==> config.mk <==
export PLATFORM = sky130hd
export DESIGN_NAME = shift_add_mult_ctrl
export DESIGN_NICKNAME = d
export VERILOG_FILES = /design/src/rtl/mult_pkg.sv /design/src/rtl/ripple_adder_nbit.sv /design/src/rtl/shift_add_mult_ctrl.sv
export SDC_FILE = /design/constraint.sdc
export NUM_CORES = 1
export LEC_CHECK = 0
export ABC_AREA = 1
export ABC_CLOCK_PERIOD_IN_PS = 4450
export CORE_ASPECT_RATIO = 0.8
export CORE_MARGIN = 5
export CORE_UTILIZATION = 55
export CTS_BUF_LIST = sky130_fd_sc_hd__clkbuf_4
export DETAILED_ROUTE_END_ITERATION = 8
export PLACE_DENSITY = 0.82
export SLEW_MARGIN = 10
export SYNTH_ARGS = -nofsm -noshare
export SYNTH_HDL_FRONTEND = slang
export SYNTH_SLANG_ARGS = --single-unit
==> constraint.sdc <==
create_clock -name clk -period 4.45 [get_ports clk]
set_input_delay 0.445 -clock clk [delete_from_list [all_inputs] [get_ports clk]]
set_output_delay 0.445 -clock clk [all_outputs]
set_load 0.005 [all_outputs]
==> src/rtl/mult_pkg.sv <==
// Shared definitions for the shift-add multiplier: FSM state encoding
// and the default operand width.
package mult_pkg;

   localparam int MULT_WIDTH = 4;

   typedef logic [1:0] state_t;

   localparam state_t S_IDLE  = 2'd0;
   localparam state_t S_ADD   = 2'd1;
   localparam state_t S_SHIFT = 2'd2;
   localparam state_t S_DONE  = 2'd3;

endpackage

==> src/rtl/ripple_adder_nbit.sv <==
// WIDTH-bit ripple-carry adder built from a chain of full-adder cells.
// Ports: a, b operands; cin carry in; sum result; cout carry out.
module ripple_adder_nbit #(
   parameter int WIDTH = 4
) (
   input  logic [WIDTH-1:0] a,
   input  logic [WIDTH-1:0] b,
   input  logic             cin,
   output logic [WIDTH-1:0] sum,
   output logic             cout
);

   logic [WIDTH:0] c;

   assign c[0] = cin;

   for (genvar i = 0; i < WIDTH; i++) begin : g_fa
      assign sum[i]   = a[i] ^ b[i] ^ c[i];
      assign c[i+1]   = (a[i] & b[i]) | (c[i] & (a[i] ^ b[i]));
   end

   assign cout = c[WIDTH];

endmodule

==> src/rtl/shift_add_mult_ctrl.sv <==
// Sequential unsigned shift-add multiplier with start/busy/done handshake.
// Ports: clk, rst (sync, high); start, A, B in; P product, busy, done out.
module shift_add_mult_ctrl
   import mult_pkg::*;
#(
   parameter int WIDTH = MULT_WIDTH
) (
   input  logic               clk,
   input  logic               rst,
   input  logic               start,
   input  logic [WIDTH-1:0]   A,
   input  logic [WIDTH-1:0]   B,
   output logic [2*WIDTH-1:0] P,
   output logic               busy,
   output logic               done
);

   localparam int CW = (WIDTH > 1) ? $clog2(WIDTH) : 1;
   localparam logic [CW-1:0] LAST = CW'(WIDTH - 1);

   state_t           state;
   state_t           nxt;
   logic [CW-1:0]    count;
   logic [WIDTH-1:0] mcand;
   logic [WIDTH-1:0] acc;
   logic [WIDTH-1:0] mq;
   logic             cy;
   logic [WIDTH-1:0] sum;
   logic             cout;

   ripple_adder_nbit #(.WIDTH(WIDTH)) u_add (
      .a    (acc),
      .b    (mcand),
      .cin  (1'b0),
      .sum  (sum),
      .cout (cout)
   );

   always_ff @(posedge clk) begin
      if (rst) state <= S_IDLE;
      else     state <= nxt;
   end

   always_comb begin
      nxt = state;
      unique case (state)
         S_IDLE:  if (start) nxt = S_ADD;
         S_ADD:   nxt = S_SHIFT;
         S_SHIFT: nxt = (count == LAST) ? S_DONE : S_ADD;
         S_DONE:  nxt = S_IDLE;
         default: nxt = S_IDLE;
      endcase
   end

   always_comb begin
      busy = 1'b0;
      done = 1'b0;
      busy = (state != S_IDLE);
      done = (state == S_DONE);
   end

   // {cy,acc,mq} forms one shift register; the adder carry survives the
   // shift by entering acc[WIDTH-1] through cy.
   always_ff @(posedge clk) begin
      if (rst) begin
         count <= '0;
         mcand <= '0;
         acc   <= '0;
         mq    <= '0;
         cy    <= 1'b0;
         P     <= '0;
      end else begin
         unique case (state)
            S_IDLE: begin
               if (start) begin
                  mcand <= A;
                  mq    <= B;
                  acc   <= '0;
                  cy    <= 1'b0;
                  count <= '0;
               end
            end
            S_ADD: begin
               if (mq[0]) begin
                  acc <= sum;
                  cy  <= cout;
               end
            end
            S_SHIFT: begin
               cy  <= 1'b0;
               acc <= {cy, acc[WIDTH-1:1]};
               mq  <= {acc[0], mq[WIDTH-1:1]};
               if (count == LAST)
                  P <= {cy, acc, mq[WIDTH-1:1]};
               else
                  count <= count + 1'b1;
            end
            default: ;
         endcase
      end
   end

endmodule

==> flow_summary.json <==
{
  "drt_iter0_markers": 58,
  "clk_latency_ps": 330,
  "final_cells": 216,
  "wirelength_um": 2586,
  "synth_cell_types": 19,
  "rr_worst_depth": 10,
  "numPortBuffers": 20,
  "report.final.slew_viol_count": 0,
  "cts_root_buf": "clkbuf_4",
  "yosysTopAreaCellShare_pct": 39.92,
  "dr.pass1.iters": 4,
  "met2_usage_pct": 28.21,
  "groute.usage.overall_pct": 16.82,
  "post-route-min-period_ps": 2230,
  "critPathCapture": "acc[3]",
  "synthToLayoutAreaGrowth_pct": 19.26,
  "core_area_um2": 2158,
  "peakVddDrop_v": 0.0004094,
  "reg2reg_from": "mcand[0]",
  "timing.rr.end": "acc[3]",
  "cts_made_buffers": 3,
  "crit_start": "mcand[0]",
  "ioPinCount": 21,
  "postRouteAntennaNets": 0,
  "die_x_um": 63.38,
  "fin_skew_ps": 12.66,
  "netlist_instances": 170,
  "rsz0062_at_grt": "false",
  "min_path_type": "flop to flop",
  "final_hold_viol_count": 0,
  "cts.repair.resized": 0,
  "status": "completed",
  "path_max_fanout": 2,
  "drv_cap": 0,
  "hold_buffers": 0,
  "drc": 0,
  "yosysTopAreaCell": "dfxtp_1",
  "start_util_pct": 58.09,
  "relSlewSlack_pct": 67.72,
  "place_hpwl_um": 1948,
  "synth.cell_area_um2": 1254,
  "clk_path_buf_depth": 2,
  "met3_usage_pct": 5.150,
  "crit_path_start_kind": "flop",
  "grt-busiest-layer": "met2",
  "fmaxAchievable_mhz": 448.4,
  "antenna_cells": 0,
  "dieArea_um2": 3340,
  "ys_warn_count": 0,
  "postLayoutCoreUtil_pct": 69.28,
  "tns_ps": 0,
  "rows": 15,
  "endpoint_kind": "flop",
  "cp.arrival_ps": 2510,
  "tritoncts": "yes",
  "grt_remaining_overflow": 0,
  "reg2reg_slack_ps": 2220,
  "yosysSeqAreaShare_pct": 39.92,
  "dp.cells": 212,
  "syn_nets": 190,
  "gp_congestion": 0.7890,
  "post_cts_buffers": 0,
  "detail_route.wl_per_cell_um": 11.97,
  "avgSynthCellArea_um2": 7.375,
  "grt_max_degree": 20,
  "fin_nets": 212,
  "cp.required_ps": 4730,
  "ys_ff_latch": 25,
  "grt_util_met1_pct": 20.47,
  "layout_common_cells": "nand2_1 (38), nor2_1 (38), dfxtp_1 (25)",
  "clock-sinks": 25,
  "vias_per_cell": 5.042,
  "cts-htree-levels": 1,
  "nFillCells": 181,
  "power.leakage_nw": 0.6657,
  "clk_pin_slew_ps": 140,
  "tightestPinTransition_ps": 484.1,
  "grt_pass1_wl_um": 4436,
  "grt_pass1_vias": 1014,
  "synth_area_leaders": "dfxtp_1 (40%), nand2_1 (11%), nor2_1 (11%)",
  "powerDensity_nw_per_um2": 433.7,
  "antenna_found_initial": 0,
  "dieHeight_um": 52.71,
  "vias": 1089,
  "setup_viol": 0,
  "fin_crit_sh_pct": 50.11,
  "layout-drive-gt1-share_pct": 7.853,
  "crit_type": "flop to flop"
}
[registers in the layout, indices dropped and copies added, names as in the netlist]
signal  cells
mq          4
acc         4
mcand       4
state       2
P           8
cy          1
count       2
[layer usage]
| layer | wire length, um | part of all wire, % |
|---|---|---|
| met1 | 1253 | 48 |
| met2 | 1197 | 46 |
| met3 | 101 | 3.9 |
| met4 | 34 | 1.3 |
| met5 | 0 | 0 |
[critical path, stage by stage, from the launching register on]
cell and delay [ps]:
dfxtp_1 340, ha_1 210, fa_1 390, fa_1 370, inv_1 90, fa_1 420
inv_1 70, nand2_1 40, a21oi_1 120, nor2_1 50, nor2_1 90
[cells in the mapped netlist (all sizes together)]
| cell type | number |
|---|---|
| a211oi | 6 |
| a21oi | 7 |
| nor2 | 40 |
| o21bai | 1 |
| ha | 6 |
| buf | 3 |
| o21ai | 14 |
| nand2 | 40 |
| nand3 | 3 |
| inv | 22 |
| fa | 3 |
| dfxtp | 25 |
[cell families (layout without fill, tap and decap cells)]
logic type	Yosys count	in the layout	share of synthesized area [%]
AOI/OAI and AO/OA	28	28	13.37
and+or+nand+nor	83	83	27.75
adders and majority gates	9	9	10.78
buffers and inverters	25	46	8.182
DFF	25	25	39.92
[power by group]
group	internal (mW)	switching [mW]	total (mW)
clock	0.0344	0.0699	0.104
sequential	0.264	0.0288	0.293
combinational	0.0938	0.157	0.251
[how the worst min path moves through the flow]
stage / startpoint / end / slack, ps / cells past startpoint
after floorplan: count[1] / count[1] / 460 / 2
after global placement: P[0] / P[0] / 460 / 2
after detailed placement: P[0] / P[0] / 480 / 2
after CTS: P[1] / P[1] / 500 / 2
after global routing: P[1] / P[1] / 540 / 2
final: P[3] / P[3] / 500 / 2
[through the flow]
stage / instance area, um2 / total power [mW] / hold WS (ps) / setup slack (ps)
final: 1495 / 0.6485 / 502.8 / 2220
after global routing: 1495 / 0.7006 / 535.2 / 2087
after CTS: 1495 / 0.6486 / 504.8 / 2239
after detailed placement: 1465 / 0.5449 / 483.1 / 2259
after global placement: 1465 / 0.5347 / 462.1 / 2334
after floorplan: 1254 / 0.4804 / 455.6 / 2387
[area by class of cell]
class | instances | area [um2] | area share, %
multi-input combinational | 120 | 650.6 | 43.51
sequential | 25 | 500.5 | 33.47
timing repair buffer | 20 | 200.2 | 13.39
inverter | 22 | 82.58 | 5.523
tap | 25 | 31.28 | 2.092
clock buffer | 3 | 22.52 | 1.506
clock inverter | 1 | 7.507 | 0.5021
(Power assumes the default switching activity.)
